[src/rtl/ccg_tt_pkg.sv]
// Shared types and sizes for the truth-table capture block.
// CCG_TT_SIGNATURE_EN adds a fifth XOR-signature byte to the result stream.
package ccg_tt_pkg;

    localparam int N_IN  = 2;
    localparam int N_OUT = 8;
    localparam int N_VEC = 4;

`ifdef CCG_TT_SIGNATURE_EN
    localparam int N_BYTES = 5;
`else
    localparam int N_BYTES = 4;
`endif

    typedef logic [N_OUT-1:0] row_t;

    typedef enum logic [2:0] {
        IDLE,
        DRIVE,
        SETTLE,
        SAMPLE,
        SEND,
        FIN
    } state_t;

endpackage

[src/rtl/ccg_tt_capture_if.sv]
// Result byte stream between the capture block and its consumer.
// A byte moves on a rising edge where tt_valid and tt_ready are both 1; while
// tt_valid is 1 and tt_ready is 0 the producer holds tt_data unchanged.
interface ccg_tt_capture_if;

    ccg_tt_pkg::row_t tt_data;
    logic             tt_valid;
    logic             tt_ready;

    modport master (output tt_data, output tt_valid, input tt_ready);
    modport slave  (input tt_data, input tt_valid, output tt_ready);

endinterface

[src/rtl/ccg_tt_tx.sv]
// Byte streamer: sends the captured rows (plus the XOR signature byte when
// CCG_TT_SIGNATURE_EN is defined) over the valid/ready result stream.
module ccg_tt_tx
    import ccg_tt_pkg::*;
(
    input  logic                    clk,
    input  logic                    rst_n,
    input  logic                    go,
    input  row_t [N_VEC-1:0]        rows,
    ccg_tt_capture_if.master        tt,
    output logic                    last_sent
);

    localparam logic [2:0] LAST_IDX = 3'(N_BYTES - 1);

    logic [2:0] idx;
    logic       valid;
    row_t       byte_sel;

    // Rows are frozen during SEND, so a mux off idx keeps tt_data stable.
    always_comb begin
        byte_sel = rows[idx[1:0]];
`ifdef CCG_TT_SIGNATURE_EN
        if (idx == 3'd4) begin
            byte_sel = rows[0] ^ rows[1] ^ rows[2] ^ rows[3];
        end
`endif
    end

    assign tt.tt_data  = byte_sel;
    assign tt.tt_valid = valid;
    assign last_sent   = valid && tt.tt_ready && (idx == LAST_IDX);

    always_ff @(posedge clk or negedge rst_n) begin
        if (!rst_n) begin
            valid <= 1'b0;
            idx   <= 3'd0;
        end else if (go) begin
            valid <= 1'b1;
            idx   <= 3'd0;
        end else if (valid && tt.tt_ready) begin
            if (idx == LAST_IDX) begin
                valid <= 1'b0;
                idx   <= 3'd0;
            end else begin
                idx <= idx + 3'd1;
            end
        end
    end

endmodule

[src/rtl/ccg_tt_capture.sv]
// Truth-table capture: steps x through all input vectors, samples f after a
// settle time, then streams the rows. CCG_TT_SIGNATURE_EN adds a signature byte.
module ccg_tt_capture
    import ccg_tt_pkg::*;
#(
    parameter int SETTLE_CYCLES = 2
)(
    input  logic              clk,
    input  logic              rst_n,
    input  logic              start,
    output logic [N_IN-1:0]   x,
    input  logic [N_OUT-1:0]  f,
    output logic              busy,
    output logic              done,
    ccg_tt_capture_if.master  tt,
    output state_t            dbg_state
);

    state_t            state;
    logic [1:0]        v;
    logic [3:0]        cnt;
    row_t [N_VEC-1:0]  rows;
    logic              go;
    logic              last_sent;

    assign dbg_state = state;
    // Streamer is armed on the same edge the last row is stored.
    assign go = (state == SAMPLE) && (v == 2'd3);

    always_ff @(posedge clk or negedge rst_n) begin
        if (!rst_n) begin
            state <= IDLE;
            x     <= '0;
            v     <= 2'd0;
            cnt   <= 4'd0;
            rows  <= '0;
            busy  <= 1'b0;
            done  <= 1'b0;
        end else begin
            done <= 1'b0;
            case (state)
                IDLE: begin
                    if (start) begin
                        state <= DRIVE;
                        v     <= 2'd0;
                        busy  <= 1'b1;
                    end
                end
                DRIVE: begin
                    x     <= v;
                    cnt   <= 4'(SETTLE_CYCLES - 1);
                    state <= SETTLE;
                end
                SETTLE: begin
                    if (cnt == 4'd0) state <= SAMPLE;
                    else             cnt   <= cnt - 4'd1;
                end
                SAMPLE: begin
                    rows[v] <= f;
                    // Terminate at v==3 so the 2-bit index never wraps.
                    if (v != 2'd3) begin
                        v     <= v + 2'd1;
                        state <= DRIVE;
                    end else begin
                        state <= SEND;
                    end
                end
                SEND: begin
                    if (last_sent) begin
                        state <= FIN;
                        done  <= 1'b1;
                        busy  <= 1'b0;
                    end
                end
                FIN:     state <= IDLE;
                default: state <= IDLE;
            endcase
        end
    end

    ccg_tt_tx u_tx (
        .clk       (clk),
        .rst_n     (rst_n),
        .go        (go),
        .rows      (rows),
        .tt        (tt),
        .last_sent (last_sent)
    );

endmodule

[src/flat_wrapper.sv]
// flat-port wrapper written by rule: the top's interface ports become plain ports
module ccg_tt_capture_flat import ccg_tt_pkg::*;
#(
    parameter int SETTLE_CYCLES = 2
)
  (clk, rst_n, start, x, f, busy, done, dbg_state, tt_tt_data, tt_tt_valid, tt_tt_ready);
  ccg_tt_capture_if tt_i ();
  input  logic clk;
  input  logic rst_n;
  input  logic start;
  output logic [N_IN-1:0] x;
  input  logic [N_OUT-1:0] f;
  output logic busy;
  output logic done;
  output state_t dbg_state;
  output wire logic [$bits(tt_i.tt_data)-1:0] tt_tt_data;
  output wire logic [$bits(tt_i.tt_valid)-1:0] tt_tt_valid;
  input wire logic [$bits(tt_i.tt_ready)-1:0] tt_tt_ready;
  assign tt_tt_data = tt_i.tt_data;
  assign tt_tt_valid = tt_i.tt_valid;
  assign tt_i.tt_ready = tt_tt_ready;
  ccg_tt_capture #(.SETTLE_CYCLES(SETTLE_CYCLES)) u_core (.clk(clk), .rst_n(rst_n), .start(start), .x(x), .f(f), .busy(busy), .done(done), .tt(tt_i), .dbg_state(dbg_state));
endmodule
[config.mk]
export PLATFORM = sky130hd
export DESIGN_NAME = ccg_tt_capture_flat
export DESIGN_NICKNAME = d
export VERILOG_FILES = /design/src/rtl/ccg_tt_pkg.sv /design/src/rtl/ccg_tt_capture_if.sv /design/src/rtl/ccg_tt_tx.sv /design/src/rtl/ccg_tt_capture.sv /design/src/flat_wrapper.sv
export SDC_FILE = /design/constraint.sdc
export NUM_CORES = 1
export LEC_CHECK = 0
export CAP_MARGIN = 10
export CORE_MARGIN = 3
export CORE_UTILIZATION = 50
export DETAILED_ROUTE_END_ITERATION = 10
export PLACE_DENSITY = 0.75
export SKIP_LAST_GASP = 1
export SYNTH_ARGS = -nofsm -noshare
export SYNTH_HDL_FRONTEND = slang
export SYNTH_HIERARCHICAL = 1
export SYNTH_SLANG_ARGS = --single-unit
[constraint.sdc]
create_clock -name clk -period 2 [get_ports clk]
set_input_delay 0.2 -clock clk [delete_from_list [all_inputs] [get_ports clk]]
set_output_delay 0.2 -clock clk [all_outputs]
set_load 0.02 [all_outputs]
# Word-level counts from Yosys, hierarchy flattened
# Index checks and enable logic that the tools add are counted.
[classes]
add_sub_neg = 3
n_mul = 0
n_div = 0
magnitude_cmp = 3
eq_ne = 12
n_shift = 0
n_mux = 26
bitwise_logic = 0
reduce_logical = 16
[op_table]
columns = ["operator", "n"]
rows = [
  ["bitwise mux 32 bit", 1],
  ["2-to-1 mux 3 bit", 7],
  ["binary-select mux 8 bit (select 2 bit)", 1],
  ["demux 8 bit (select 2 bit)", 1],
  ["2-to-1 mux 8 bit", 2],
  ["one-hot mux 3 bit (5 select lines)", 1],
  ["nonzero test 2 bit", 5],
  ["== test 3 x 2 -> 1 bit (second input constant)", 3],
  ["AND reduction 3 bit", 3],
  ["inequality test 2 bit (second input constant)", 4],
  ["one-hot mux 4 bit (2 select lines)", 1],
  ["2-to-1 mux 1 bit", 7],
  ["less-than comparator 2 x 3 -> 1 bit (second input constant)", 2],
  ["logical AND 1 bit", 4],
  ["zero test 4 bit", 1],
  ["2-to-1 mux 2 bit", 2],
  ["2-to-1 mux 4 bit", 1],
  ["inequality test 2 x 1 -> 1 bit (second input constant)", 2],
  ["one-hot mux 2 bit (2 select lines)", 1],
  ["AND reduction 2 bit", 2],
  ["subtractor 4 x 1 -> 4 bit (second input constant)", 1],
  ["adder 3 x 1 -> 3 bit (second input constant)", 1],
  ["== test 3 x 1 -> 1 bit (second input constant)", 1],
  ["== test 3 bit (second input constant)", 1],
  ["other kinds (5)", 5],
]
[totals]
register_bits = 49
latch_bits = 0
mem_bits_rw = 0
rom_bits = 0
inputBits = 12
out_inout_bits = 16
wordCells = 72
n_memories = 0

# Depth between registers and ports, before layout
[depth]
depth_word = 5
depth_mapped = 6
depth_no_buf = 6

# By module
# Netlist, hierarchy kept.
[modules_own_cells]
columns = ["module", "instances", "cells_per_inst", "area_per_inst_um2", "seq_area_each_um2"]
rows = [
  ["ccg_tt_capture", 1, 141, 1941.9, 1126.1],
  ["ccg_tt_tx", 1, 28, 386.6, 100.1],
]

# Worst setup path after synthesis
# Ideal clock, no wire load.
[synth_timing]
path_type = "register to register"
startpoint = "register u_core.state[0] (netlist: u_core/dbg_state[0])"
endpoint = "register u_core.v[0]"
setup_time_ps = 79
t_arrival_ps = 1332
required_time_ps = 1921
path_slack_ps = 588
stages_incl_launch_ff = 5
path_buffers = 1
period_less_slack_ps = 1412
cell_sequence = "dfrtp_1 > buf_6 > or3b_1 > a21oi_2 > mux2i_1"
[synth_between]
elab_chain_cells = 3
word_cells_on_any_way = 7
classes_between = "eq/ne: 3; mux: 1; reduce/logical: 3"
[synth_lines]
columns = ["item", "line", "text"]
rows = [
  ["start, declared", "ccg_tt_capture.sv:19", "state_t state;"],
  ["start signal, assigned", "ccg_tt_capture.sv:32", "state <= IDLE;"],
  ["start signal, assigned", "ccg_tt_capture.sv:44", "state <= DRIVE;"],
  ["start signal, assigned", "ccg_tt_capture.sv:52", "state <= SETTLE;"],
  ["== test 3 x 2 -> 1 bit or zero test 3 bit (tied branches)", "ccg_tt_capture.sv:41", "case (state)"],
  ["inequality test 2 bit (no line) or nonzero test 2 bit (tied branches)", "n/a", ""],
  ["AND reduction 3 bit (no line)", "n/a", ""],
  ["end signal, assigned", "ccg_tt_capture.sv:62", "v <= v + 2'd1;"],
  ["end, declared", "ccg_tt_capture.sv:20", "logic [1:0] v;"],
]
# Parallel ways exist; a longest one is shown, timed or not.
# A chain may end at the register's enable or synchronous reset.

# Final worst setup path
[layout_timing]
startpoint = "register u_core.u_tx.idx[0]"
endpoint = "output port tt_tt_data[3]"
[layout_between]
elab_chain_cells = 2
[layout_lines]
columns = ["item", "line", "text"]
rows = [
  ["start, declared", "ccg_tt_tx.sv:16", "logic [2:0] idx;"],
  ["start signal, assigned", "ccg_tt_tx.sv:46", "idx <= idx + 3'd1;"],
  ["binary-select mux 8 bit (select 2 bit)", "ccg_tt_tx.sv:22", "byte_sel = rows[idx[1:0]];"],
  ["2-to-1 mux 8 bit (implied by the code)", "ccg_tt_tx.sv:22", ""],
  ["end, declared", "flat_wrapper.sv:16", "output wire logic [$bits(tt_i.tt_data)-1:0] tt_tt_data;"],
]
# No other way between the ends. The select of a mux whose other input is x is not followed.

==> results.md <==
* Status: finished, final reports clean
* RSZ-0062 raised after global routing: false
* Reg2reg path depth at 3
* Worst Path Class, Setup: reg2out
* Synth warnings at 6
* DR pass1 iterations at 4
* Asr flop ratio synth at 1.00
* Placer Congestion at 0.810
* Initial antenna violation count at 0
* Core Area at approximately 4400 sq um
* # nets final at ~230
* Hold Violations, Final at 0
* Vias per cell at 5.56
* # IOs at 28
* Register bit total from synthesis at 49
* Power, Total at 4.41 mW
* Library cells used by synthesis at 36
* Die Height at 74.2 microns
* Wire per inst at between 15 and 20 microns
* Area delta synth->final at 18.2%
* Internal reg-to-reg setup slack at 0.37 ns
* Post-Synthesis Cell Area at 2330 sq um
* Register Area at 1230 sq um
* Final setup fails at 0
* Final Cycle Share at 0.934
* Maxcap violations at 0
* Sequential Power Share at 0.396
* WP data required at 1.80 ns
* Drt total wl at 4.42 mm
* Worst Hold Slack at 0.318 ns
* Comb pwr share at 0.480
* Die X at 74.2 microns
* Share of layout cells above drive strength 1 at 0.242
* Starting Density at 0.527
* CP max FO at 6
* Layout Utilization at 0.623
* Final routed DRC violation total at 0
* Placed Area at 2670 sq um
* Class of the worst hold path: in2async
* Sw power at 1.60 mW
* Worst setup SP type: register
* Initial drt markers at ~100
* Die ar. at 5510 sq um
* Post-route non-filler standard cell count at about 260
* Critical Path AT at about 1.7 ns
* CTS H-tree depth at 2
* Mean Syn Cell Area at 13.8 sq um
* Dpl hpwl at 3.32 mm
* Setup TNS at 0 ns
* First-pass GRT wire length at 7.60 mm
* Pin count of the biggest net entering global routing at 20
* Post-synthesis sequential area ratio at 0.527
* Relative slew margins at 0.733
* Detailed-route via count at between 1k and 1.5k
* Final std cell area, no fill at 2750 sq um
* IO buf count at 27
* Post-synth EDFFs at 0
* Final min period at 1.87 ns
* Net count after synthesis at 188
* Pwr per Cell Area at 1600 nW/um^2
* Pre-CTS setup slack at roughly 0.23 ns
* Worst-margin pin slew at roughly 0.40 ns
* Max clock buf depth at 2
* Vias in the first global route at 1607
* CTS tree: built
* Final count of pins violating max slew at 0
* Primary FF master, synth: dfrtp_1
* R2R Path Start: u_core/dbg_state[2]
* Internal at about 2.8 mW
* Max Fclk at 535 MHz
* Worst-Skew Late Latency at a little under 0.3 ns
* Switch share at 0.364
* CTS root buffer: clkbuf_8
* TritonCTS Buffers at 5
* Worst Setup SP: u_core/u_tx/idx[0]
* Mapped Cells at 169
* Worst Skew at 0.00719 ns
* Leakage Power at 1.25 nW
* ANT nets after route at 0
* Final setup margin at between 0.1 and 0.15 ns
* Critical Path End Type: output pin
* Clk pwr share at 0.124
* Cell Rows at 24
* Total track usage at 0.185
* Area of the multi-input gates at 1030 sq um
* Worst-path clk slew at 0.08 ns
* CTS sink count at 49
* Grt ovf at 0
* Filler instances at between 300 and 400
* R2R Path End: u_core/rows[29]
* Ant diodes at 0
* Peak supply drop at 0.000866 V
* Placed cells at between 200 and 300
worst max-delay path by stage:
stage | to | slack, ns
finish | tt_tt_data[3] | 0.13
global route | tt_tt_data[3] | 0.06
CTS | tt_tt_data[3] | 0.12
detailed placement | tt_tt_data[2] | 0.23
global placement | tt_tt_data[7] | 0.24
floorplan | u_core/v[0] | 0.59
cells in the mapped netlist (2+ instances only):
master   number  area (sq um)
inv_1         7          26.3
buf_6         2          22.5
nand2_1      13          48.8
buf_2         2          10.0
a21oi_2       2          17.5
nand2_4       3          33.8
a21oi_1       4          20.0
buf_4         2          15.0
dfrtp_1      49          1230
mux4_2        8           180
nor2_1        3          11.3
o21ai_0       2          10.0
mux2_2       20           225
nand3_1       5          25.0
mux2_1       12           135
ha_1          7          87.6
and3_1        2          12.5
or3b_1        3          26.3
mux2i_1       5          50.1
nor3_1        2          10.0
flip-flops by register name, indices dropped and copies added (netlist names):
register	count
u_core/v	2
u_core/x	2
u_core/u_tx/idx	3
u_core/rows	32
u_core/done	1
u_core/u_tx/tt.tt_valid	1
u_core/cnt	4
u_core/dbg_state	3
u_core/busy	1
repair_timing:
item | 4_1_cts | 5_1_grt
hold endpoints to repair | 12 | 0
setup buffers | 0 | 0
gates resized for setup | 8 | 0
setup endpoints to repair | 8 | 0
hold buffers | 1 | 0
area by class of cell:
| cell class | count | area share |
|---|---|---|
| Sequential cell | 49 | 0.446 |
| Timing Repair Buffer | 36 | 0.118 |
| Inverter | 7 | 0.00955 |
| Clock buffer | 8 | 0.0291 |
| Multi-Input combinational cell | 107 | 0.374 |
| Tap cell | 52 | 0.0236 |
placed cells by master, fill, tap and decap left out, types with 2 or more instances in the layout:
master and n:
nor3_1 2, or3b_1 3, dfrtp_1 49, o21ai_0 2, a21oi_2 2, ha_1 7, inv_1 7, clkbuf_8 5
a21oi_1 4, nand2_4 3, mux2i_1 5, clkdlybuf4s50_1 18, clkbuf_1 3, nand2_1 13, dlygate4sd2_1 8, nor2_1 3
and3_1 2, mux2_1 12, mux2_2 20, nand3_1 5, mux4_2 8, buf_4 8
cells by family after synthesis:
group / Yosys count / synth area share
AOI/OAI and AO/OA: 14 / 0.0419
xor gates and xnor gates: 1 / 0.00376
adders and majority gates: 7 / 0.0376
buffers and inverters: 13 / 0.0317
DFF: 49 / 0.527
muxes: 45 / 0.254
and+or+nand+nor: 40 / 0.105
critical path: stages (launching register included):
cell and delay [ns]:
dfrtp_1 0.36, buf_4 0.17, mux4_2 0.51, dlygate4sd2_1 0.34
routing by layer:
layer | vias to the layer above | part of all wire | GRT usage
met5 | - | 0 | 0
met4 | 0 | 0.017 | 0.0810
met3 | 7 | 0.023 | 0.0284
met2 | 25 | 0.54 | 0.327
met1 | 725 | 0.42 | 0.226
li1 | 683 | - | -
power by group through the flow:
stage          clock [mW]  combinational (mW)  sequential [mW]
2_1_floorplan           0                1.54             1.71
3_3_place_gp            0                2.17             1.73
3_5_place_dp            0                2.25             1.77
4_1_cts             0.567                2.14             1.75
5_1_grt             0.601                2.31             1.81
6_report            0.547                2.11             1.74
No activity file was read; power rests on OpenSTA's default activity.
